File: src/rtl/chien_search.sv
// Chien search for a GF(2^13) BCH decoder: loads sigma(x) one coefficient per beat,
// then tests one codeword position per cycle, highest position first.
module chien_search #(
  parameter int M    = 13,
  parameter int T    = 8,
  parameter int N    = 8191,
  parameter int DEGW = 5
) (
  input  logic            clk,
  input  logic            reset,
  input  logic            load_valid,
  input  logic [M-1:0]    load_coef,
  input  logic [DEGW-1:0] deg_in,
  output logic            load_ready,
  output logic            err_valid,
  output logic            err_flag,
  output logic [M-1:0]    err_pos,
  output logic            done,
  output logic            fail,
  output logic [1:0]      state
);

  localparam int Q  = (1 << M) - 1;
  localparam int BW = $clog2(T + 1);
  localparam logic [M-1:0]    POLY   = M'(27);   // x^4+x^3+x+1 feedback of x^13
  localparam logic [M-1:0]    LAST   = M'(N - 1);
  localparam logic [BW-1:0]   LAST_B = BW'(T);
  localparam logic [DEGW-1:0] T_D    = DEGW'(T);

  localparam logic [1:0] IDLE   = 2'd0;
  localparam logic [1:0] LOAD   = 2'd1;
  localparam logic [1:0] SEARCH = 2'd2;
  localparam logic [1:0] DONE   = 2'd3;

  // Only ever called with one operand constant, so each use folds to an XOR network.
  function automatic logic [M-1:0] gf_mul(input logic [M-1:0] a, input logic [M-1:0] b);
    logic [M-1:0] acc;
    logic [M-1:0] sh;
    acc = '0;
    sh  = a;
    for (int j = 0; j < M; j++) begin
      if (b[j]) acc = acc ^ sh;
      sh = {sh[M-2:0], 1'b0} ^ (sh[M-1] ? POLY : '0);
    end
    return acc;
  endfunction

  function automatic logic [M-1:0] alpha_pow(input int e);
    logic [M-1:0] res;
    logic [M-1:0] base;
    int           ee;
    res  = M'(1);
    base = M'(2);
    ee   = e % Q;
    for (int j = 0; j < M; j++) begin
      if (ee[j]) res = gf_mul(res, base);
      base = gf_mul(base, base);
    end
    return res;
  endfunction

  logic [M-1:0]    r       [0:T];
  logic [M-1:0]    scaled  [0:T];
  logic [M-1:0]    stepped [0:T];
  logic [M-1:0]    s;
  logic [BW-1:0]   beat;
  logic [M-1:0]    step;
  logic [DEGW-1:0] roots;
  logic [DEGW-1:0] deg;
  logic            sigma0_zero;
  logic            accept;

  genvar gi;
  for (gi = 0; gi <= T; gi++) begin : g_term
    localparam logic [M-1:0] LOAD_C = alpha_pow(gi * ((1 << M) - N));
    localparam logic [M-1:0] STEP_C = alpha_pow(gi);
    assign scaled[gi]  = gf_mul(load_coef, LOAD_C);
    assign stepped[gi] = gf_mul(r[gi], STEP_C);
  end

  always_comb begin
    s = '0;
    for (int i = 0; i <= T; i++) s = s ^ r[i];
  end

  // Handshake: a beat transfers on any posedge where load_valid && load_ready;
  // load_ready depends only on state, never on load_valid.
  assign load_ready = (state == IDLE) || (state == LOAD);
  assign accept     = load_valid && load_ready;

  always_ff @(posedge clk) begin
    if (!reset) begin
      state       <= IDLE;
      beat        <= '0;
      step        <= '0;
      roots       <= '0;
      deg         <= '0;
      sigma0_zero <= 1'b0;
      err_valid   <= 1'b0;
      err_flag    <= 1'b0;
      err_pos     <= '0;
      done        <= 1'b0;
      fail        <= 1'b0;
      for (int i = 0; i <= T; i++) r[i] <= '0;
    end else begin
      done <= 1'b0;
      case (state)
        IDLE, LOAD: begin
          if (accept) begin
            for (int i = 0; i <= T; i++)
              if (beat == BW'(i)) r[i] <= scaled[i];
            if (beat == '0) begin
              deg         <= deg_in;
              fail        <= 1'b0;
              roots       <= '0;
              sigma0_zero <= (load_coef == '0);
              state       <= LOAD;
            end
            if (beat == LAST_B) begin
              beat  <= '0;
              step  <= '0;
              state <= SEARCH;
            end else begin
              beat <= beat + 1'b1;
            end
          end
        end
        SEARCH: begin
          for (int i = 0; i <= T; i++) r[i] <= stepped[i];
          err_valid <= 1'b1;
          err_pos   <= LAST - step;
          err_flag  <= (s == '0);
          if ((s == '0) && (roots != '1)) roots <= roots + 1'b1;
          if (step == LAST) state <= DONE;
          else              step  <= step + 1'b1;
        end
        default: begin
          err_valid <= 1'b0;
          err_flag  <= 1'b0;
          done      <= 1'b1;
          fail      <= (deg > T_D) || (roots != deg) || sigma0_zero;
          state     <= IDLE;
        end
      endcase
    end
  end

endmodule
File: config.mk
export PLATFORM = sky130hd
export DESIGN_NAME = chien_search
export DESIGN_NICKNAME = d
export VERILOG_FILES = /design/src/rtl/chien_search.sv
export SDC_FILE = /design/constraint.sdc
export NUM_CORES = 1
export LEC_CHECK = 0
export CAP_MARGIN = 10
export CELL_PAD_IN_SITES_DETAIL_PLACEMENT = 1
export CELL_PAD_IN_SITES_GLOBAL_PLACEMENT = 2
export CORE_AREA = 2 2 163 165
export CTS_BUF_LIST = sky130_fd_sc_hd__clkbuf_4 sky130_fd_sc_hd__clkbuf_8
export DETAILED_ROUTE_END_ITERATION = 10
export DIE_AREA = 0 0 165 167
export PLACE_DENSITY = 0.77
export SYNTH_ARGS = -nofsm -noshare
export SYNTH_HDL_FRONTEND = slang
export SYNTH_SLANG_ARGS = --single-unit
File: constraint.sdc
create_clock -name clk -period 5.05 [get_ports clk]
set_input_delay 0.7575 -clock clk [delete_from_list [all_inputs] [get_ports clk]]
set_output_delay 0.7575 -clock clk [all_outputs]
set_load 0.03 [all_outputs]
; ---- Yosys cells after proc, flatten, opt, wreduce, memory -nomap -nowiden
; Memories as Yosys holds them, arrays and structs flattened.
; Index checks and enable logic that the tools add are counted.
[word_totals]
reg_bits = 47
mem_bits_rw = 117
inputBits = 21
output_inout_bits = 20
elab_cells = 257
n_memories = 1
[mem_list]
columns = memory, depth, width, rd, rd_ports_with_merged_regs, wr, line
row1 = r, 9, 13, 9, 0, 9, 62  ; logic [M-1:0] r [0:T];
[op_classes]
n_addsub = 4
order_cmp = 1
eq_ne = 20
n_mux = 131
n_bitwise = 71
reduce_logical = 18
[op_table]
columns = op, n
row1 = $xor 13x5->13, 44
row2 = $mux 13, 21
row3 = $mux 5, 47
row4 = $xor 13x13->13, 8
row5 = $mux 1, 52
row6 = $logic_not 13->1, 2
row7 = $pmux 13 s2, 1
row8 = $or 1x1->1, 18
row9 = $eq 4x3->1 const B, 4
row10 = $add 13x1->13 const B, 1
row11 = $eq 13x13->1 const B, 1
row12 = $sub 13x13->13 const A, 1
row13 = $ne 2x2->1 const B, 6
row14 = $pmux 5 s2, 1
row15 = $reduce_and 3->1, 3
row16 = $eq 4x2->1 const B, 2
row17 = $mux 2, 4
row18 = $reduce_and 4->1, 2
row19 = $pmux 1 s2, 3
row20 = $add 5x1->5 const B, 1
row21 = $gt 5x4->1 const B, 1
row22 = $ne 5x5->1, 1
row23 = $ne 5x5->1 const B, 1
row24 = $add 4x1->4 const B, 1
row25 = other kinds (16), 19

; ---- Longest topological paths before layout
; Gate-level depths: netlist of run 1.
[logic_depth]
ltp_word = 18
mapped_depth = 9
depth_no_buf = 8

; ---- Worst setup path before layout of run 1
; OpenSTA, ideal clock, no wires.
[synth_timing]
path_kind = register to register
start = memory r[1][12] (netlist: r[0][25])
end = register roots[2]
setup_time_ns = 0.062
arrival_ns = 2.447
required_ns = 4.988
setup_slack_ns = 2.540
path_stages_with_launch = 9
path_buffers = 1
period_less_slack_ns = 2.510
path_cell_list = edfxtp_1 > clkbuf_1 > xnor2_1 > xnor3_1 > xnor2_1 > nand3_1 > or4_4 > or4_1 > nand3_1
[synth_rtl]
columns = item, line
row1 = from (decl), 62
row2 = to (signal assigned), 133  ; if ((s == '0) && (roots != '1)) roots <= roots + 1'b1;
row3 = to (decl), 68  ; logic [DEGW-1:0] roots;

==> reports/qor.csv, run 1 <==
metric,value,unit
status,"finished, final reports clean",
min-delay worst type,flip-flop to flip-flop,
"FFs w/ async S/R, synth",0,
Placeable Area,25800,sq um
die area,27600,sq um
CTS buffer count,17,
Routed WL per cell,19.8,um
largest net degree at the start of global routing,43,
post-CTS sizing,0,
Synth Warn #,0,
PD cells,321,nW/um^2
vias per cell,4.97,
fmax,0.327,GHz
GRT Util Overall,0.187,
postcts setup bufs,0,
relative slew slack,0.398,
post-route cell area,9970,sq um
initial antenna violation count,0,
placed inst area,9610,sq um
Worst EP required,5.34,ns
Storage cell area,4450,sq um
"CP delay by family, top",compound AO/OA/AOI/OAI gates,
Layout Nets,913,
Die Span Y,167,um
CTS tree,done,
Leak,0.00393,uW
Area Growth Syn to Fin,12.4,%
"Largest stage delay, worst path",0.89,ns
global-route wire length before repair,38700,um
Iter 0 DRT Violations,381,
#FFs+latches synth,164,
"Seq/Total Area, Yosys",0.502,
ys flop type,edfxtp_1,
Initial Util,0.344,
Clock Latency Late Sink,0.47,ns
placed wire-length estimate,18000,um
period utilization,0.605,
Port Buffers,40,
Boundary Pins,41,
CP startpoint kind,input port,
layout cells sized above 1,0.0470,
clock sink count,164,
max_cap viols,0,
min cycle time layout,3.06,ns
"Cell Count, Final, Fillers Out",1229,
clock buffer depth,2,
worst vdd ir,145,uV
row cnt,59,
Mapped Area,8870,sq um
Buf/Inv on CP,1,
syn nets,885,
CTS Hold Bufs,0,
Vias,6108,
clock transition at the registers of the reported paths,0.10,ns
placed cell count,1197,
Post-DRT Antenna Nets,0,
CTS HTree Levels,4,
endpoints failing hold,0,
Syn Inst Count,853,
crit path kind,input port to flip-flop,
# fillers,2861,
CP max FO,26,
routed wire length,24300,um
drt pass-1 iters,5,
kind of end point of the critical path,flip-flop,
Post-synth EDFFs,117,
# diodes,0,
slowest CP cell,o2111a_1,
Mapped Avg Cell Area,10.4,sq um
setup TNS,0,ns
# DRC,0,
crit-path cells,clkdlybuf4s50_1 -> nor2b_1 -> o2111a_1 -> nand2_1 -> o21ai_0,
RSZ-0062 raised after global routing,no,
final core utilization,0.387,
Setup-failing EPs final,0,
Tot Pwr,3200,uW
vias in the first global route,6499,
Slew Limit Fails,0,
Tightest Pin Transition,0.903,ns
Clock Root Buffer,clkbuf_8,
clock skew,0.0189,ns
WP data arrival,3.35,ns
Final GP Congestion,0.830,
multi-input logic area,4210,sq um
Yosys cell types,41,
total grt overflow,0,
die width,165,um
## sequential cells by signal, summed over array words and instances, names as in the netlist
signal and count:
roots 5, r 117, err_flag 1, deg 5
fail 1, err_valid 1, beat 4, done 1
err_pos 13, state 2, sigma0_zero 1, step 13
## cells in the mapped netlist (2+ instances only)
cell	n	area, sq um
nand2_1	175	657
xnor2_1	127	1110
edfxtp_1	117	3510
xor2_1	71	622
o21ai_0	64	320
dfxtp_1	47	941
clkbuf_1	34	128
nand3_1	24	120
and2_1	19	119
nor2_1	18	67.6
inv_1	17	63.8
a21o_1	14	105
a21boi_0	13	97.6
nand4_1	13	81.3
xnor3_1	13	293
ha_1	11	138
nor2b_1	11	68.8
a21oi_1	9	45.0
nor3_1	9	45.0
nor4_1	7	43.8
o22ai_1	6	37.5
buf_1	5	18.8
and3_1	3	18.8
nand2b_1	3	18.8
o21a_1	3	22.5
or4_1	3	22.5
a22o_1	2	17.5
nor3b_1	2	15.0
## per-layer routing
metal / vias up / wire (um) / track usage
met1: 3058 / 11300 / 0.257
met5: - / 0 / 0
met4: 0 / 498 / 0.0578
met3: 21 / 477 / 0.0267
li1: 2952 / - / -
met2: 77 / 12000 / 0.306
## per-stage QoR
stage | hold slack, ns | worst slack [ns]
global route | 0.501 | 1.73
finish | 0.463 | 1.99
CTS | 0.470 | 1.93
global placement | 0.455 | 1.60
floorplan | 0.443 | 2.54
detailed placement | 0.455 | 1.44
## worst register-to-register path: cells and delay by family, from the launching register on
family        cells  cell delay [ns]
simple gates      4             1.34
xor+xnor          3             1.13
flops             1             0.49
## cell families after synthesis
family                     count (synthesis)  synth area share
buffers and inverters                     56            0.0237
DFF                                      164             0.502
AOI/OAI and AO/OA                        116            0.0777
adders and majority gates                 11            0.0155
and+or+nand+nor                          294             0.151
xor gates and xnor gates                 212             0.230
## path summary, 6_finish.rpt
| check | cells after the start | start | end | slack, ns |
|---|---|---|---|---|
| setup / recovery | 5 | load_valid | r[0][101]$_DFFE_PP_ | 1.99 |
| hold / removal | 2 | err_pos[6]$_SDFFE_PN0P_ | err_pos[6]$_SDFFE_PN0P_ | 0.46 |
| setup reg to reg | 7 | r[0][76]$_DFFE_PP_ | roots[2]$_SDFFE_PN0P_ | 2.02 |
| hold reg to reg | 2 | err_pos[6]$_SDFFE_PN0P_ | err_pos[6]$_SDFFE_PN0P_ | 0.46 |
## cells in the final DEF (no fill, tap or decap), types with 13 or more instances in the layout
cell type        synthesis  routed
clkdlybuf4s50_1          0      40
xnor2_1                127     127
inv_1                   17      17
nand2_1                175     175
a21o_1                  14      14
nand3_1                 24      24
xnor3_1                 13      13
and2_1                  19      18
a21boi_0                13      13
o21ai_0                 64      64
nand4_1                 13      13
edfxtp_1               117     117
xor2_1                  71      71
clkbuf_8                 0      17
dfxtp_1                 47      47
nor2_1                  18      18
## where the power goes
part / switching, uW / internal, uW / total [uW]
sequential: 84.5 / 1540 / 1620
clock: 533 / 392 / 925
combinational: 353 / 299 / 653
total: 971 / 2230 / 3200
## final cells by class
class | instances | share of cell area
Inverter | 17 | 0.00640
Clock buffer | 17 | 0.0235
Sequential cell | 164 | 0.447
Timing Repair Buffer | 48 | 0.0462
Clock inverter | 15 | 0.0132
Tap cell | 335 | 0.0420
Multi-Input combinational cell | 633 | 0.422
Power figures use the tool's default switching activity.
==> run 2: changes to the inputs <==
--- a/config.mk
+++ b/config.mk
@@ -12,7 +12,7 @@
 export CTS_BUF_LIST = sky130_fd_sc_hd__clkbuf_4 sky130_fd_sc_hd__clkbuf_8
 export DETAILED_ROUTE_END_ITERATION = 10
 export DIE_AREA = 0 0 165 167
-export PLACE_DENSITY = 0.77
+export PLACE_DENSITY = 0.8
 export SYNTH_ARGS = -nofsm -noshare
 export SYNTH_HDL_FRONTEND = slang
 export SYNTH_SLANG_ARGS = --single-unit
==> constraint.sdc (replaced) <==
create_clock -name clk -period 2.7 [get_ports clk]
set_input_delay 0.405 -clock clk [delete_from_list [all_inputs] [get_ports clk]]
set_output_delay 0.405 -clock clk [all_outputs]
set_load 0.03 [all_outputs]
==> reports/qor.csv, run 2 (synthesized netlist as in run 1, its figures left out) <==
metric,value,unit,change
largest net degree at the start of global routing,46,,was 43
most frequent cells in the layout,"nand2_1 (171), edfxtp_1 (117), xnor2_1 (113), buf_4 (72), xor2_1 (69)",,"was nand2_1 (175), xnor2_1 (127), edfxtp_1 (117), xor2_1 (71), o21ai_0 (64)"
RSZ-0062 raised after global routing,yes,,was no
Vias,6409,,was 6108
clock transition at the registers of the reported paths,0.11,ns,was 0.10 ns
crit path launch,r[0][75]$_DFFE_PP_,,was load_valid
min-delay worst type,flip-flop to flip-flop,,unchanged
status,"finished, final reports clean",,unchanged
Net Sw Frac,0.311,,was 0.304
Port Buffers,40,,unchanged
Die Span Y,167,um,unchanged
Worst EP required,3.10,ns,was 5.34 ns
number of flip-flops in the largest register,117,,unchanged
clock buffer depth,2,,unchanged
R2R Path Start,r[0][75]$_DFFE_PP_,,was r[0][76]$_DFFE_PP_
endpoints failing hold,0,,unchanged
Largest regs,"r x117, err_pos x13, step x13",,unchanged
# DRC,0,,unchanged
worst vdd ir,310,uV,was 145 uV
total grt overflow,0,,unchanged
Tightest Pin Transition,0.560,ns,was 0.903 ns
Slew Limit Fails,0,,unchanged
critical path capture point,roots[3]$_SDFFE_PN0P_,,was r[0][101]$_DFFE_PP_
Layout Nets,979,,was 913
placed wire-length estimate,19000,um,was 18000 um
logic gate share of total power,0.234,,was 0.204
clock sink count,164,,unchanged
worst reg-to-reg setup slack,0.002,ns,was 2.02 ns
sequential share of power,0.471,,was 0.507
CP max FO,3,,was 26
setup TNS,0,ns,unchanged
Setup-failing EPs final,0,,unchanged
Placeable Area,25800,sq um,unchanged
crit path kind,flip-flop to flip-flop,,was input port to flip-flop
vias in the first global route,6829,,was 6499
kind of end point of the critical path,flip-flop,,unchanged
Pint,4400,uW,was 2230 uW
routed wire length,26200,um,was 24300 um
GRT Util Overall,0.197,,was 0.187
final hold slack,0.472,ns,was 0.463 ns
Routed WL per cell,20.2,um,was 19.8 um
post-route cell area,10700,sq um,was 9970 sq um
CTS buffer count,17,,unchanged
max_cap viols,0,,unchanged
Met1 Wirelength,11900,um,was 11300 um
Boundary Pins,41,,unchanged
PD cells,597,nW/um^2,was 321 nW/um^2
fmax,0.371,GHz,
relative slew slack,0.624,,was 0.398
drt pass-1 iters,5,,unchanged
Crit Reg-Reg Endpoint,roots[3]$_SDFFE_PN0P_,,was roots[2]$_SDFFE_PN0P_
initial antenna violation count,0,,unchanged
"most common cell after layout, fill and taps aside",nand2_1,,unchanged
# fillers,2847,,was 2861
Initial Util,0.344,,unchanged
Max Used Layer,met4,,unchanged
Clock power frac,0.296,,was 0.289
Clock Root Buffer,clkbuf_8,,unchanged
period utilization,0.999,,
Iter 0 DRT Violations,417,,was 381
clock skew,0.0216,ns,was 0.0189 ns
reg2reg path depth,7,,unchanged
Clock Latency Late Sink,0.47,ns,about the same
Biggest register,r,,unchanged
placed inst area,10100,sq um,was 9610 sq um
vias per cell,4.95,,was 4.97
Psw,1990,uW,was 971 uW
CTS HTree Levels,4,,unchanged
Post-DRT Antenna Nets,0,,unchanged
min cycle time layout,2.70,ns,
die area,27600,sq um,unchanged
met3 WL,824,um,was 477 um
Final GP Congestion,0.845,,was 0.830
Area Growth Syn to Fin,20.6,%,was 12.4%
global-route wire length before repair,40400,um,was 38700 um
# diodes,0,,unchanged
layout cells sized above 1,0.141,,was 0.0470
CTS tree,done,,unchanged
row cnt,59,,unchanged
WP data arrival,3.10,ns,was 3.35 ns
Leak,0.00437,uW,was 0.00393 uW
die width,165,um,unchanged
CP startpoint kind,flip-flop,,was input port
met2 WL,13000,um,was 12000 um
## run 2: stage by stage
stage / setup WS [ns] / power, uW / util / std cells
floorplan: 0.190 / 3910 / - / 853
global placement: -0.0989 / 4380 / 0.391 / 1254
detailed placement: -0.198 / 4420 / 0.391 / 1254
CTS: 0.00537 / 6370 / 0.411 / 1292
global route: -0.0501 / 6660 / 0.416 / 1295
finish: 0.00180 / 6390 / 0.416 / 1295
## run 2: worst min path at each step
stage	slack [ns]	from	depth (start not counted)	endpoint
6_report	0.47	err_pos[6]$_SDFFE_PN0P_	2	err_pos[6]$_SDFFE_PN0P_
5_1_grt	0.50	deg_in[4]	3	deg[4]$_SDFFE_PN0N_
4_1_cts	0.47	deg_in[0]	3	deg[0]$_SDFFE_PN0N_
3_5_place_dp	0.46	err_pos[6]$_SDFFE_PN0P_	2	err_pos[6]$_SDFFE_PN0P_
3_3_place_gp	0.45	err_pos[6]$_SDFFE_PN0P_	2	err_pos[6]$_SDFFE_PN0P_
2_1_floorplan	0.44	deg[4]$_SDFFE_PN0N_	2	deg[4]$_SDFFE_PN0N_
## run 2: layout make-up
| type | instances | area [sq um] | share of cell area |
|---|---|---|---|
| clock inverter | 15 | 191 | 0.0179 |
| clock buffer | 17 | 234 | 0.0219 |
| sequential | 164 | 4450 | 0.416 |
| inverter | 17 | 63.8 | 0.00596 |
| multi-input combinational | 633 | 4360 | 0.407 |
| tap | 335 | 419 | 0.0392 |
| timing repair buffer | 114 | 981 | 0.0916 |
## run 2: power by group through the flow
stage               logic, uW  registers, uW  clock network [uW]
global placement         1330           3050                   0
detailed placement       1360           3060                   0
CTS                      1430           3000                1940
global route             1600           3030                2030
finish                   1490           3010                1890
floorplan                 882           3030                   0
## run 2: per-layer routing
metal / vias up / track usage
met1: 3192 / 0.262
met3: 25 / 0.0356
met4: 0 / 0.0541
met2: 101 / 0.328
met5: - / 0
li1: 3091 / -
## run 2: worst max-delay path: stages (launching register included)
cell and delay [ns]:
edfxtp_1 0.46, xor2_1 0.20, xnor3_2 0.49, xnor2_2 0.20, nand4_1 0.21, or4_4 0.55
or4_1 0.41, nand3_1 0.09
## run 2: what timing repair did
action | CTS | global route
hold buffers | 0 | 0
setup endpoints to repair | 5 | 19
gates resized for setup | 7 | 20
pin swaps | 7 | 17
buffers inserted | 6 | 3
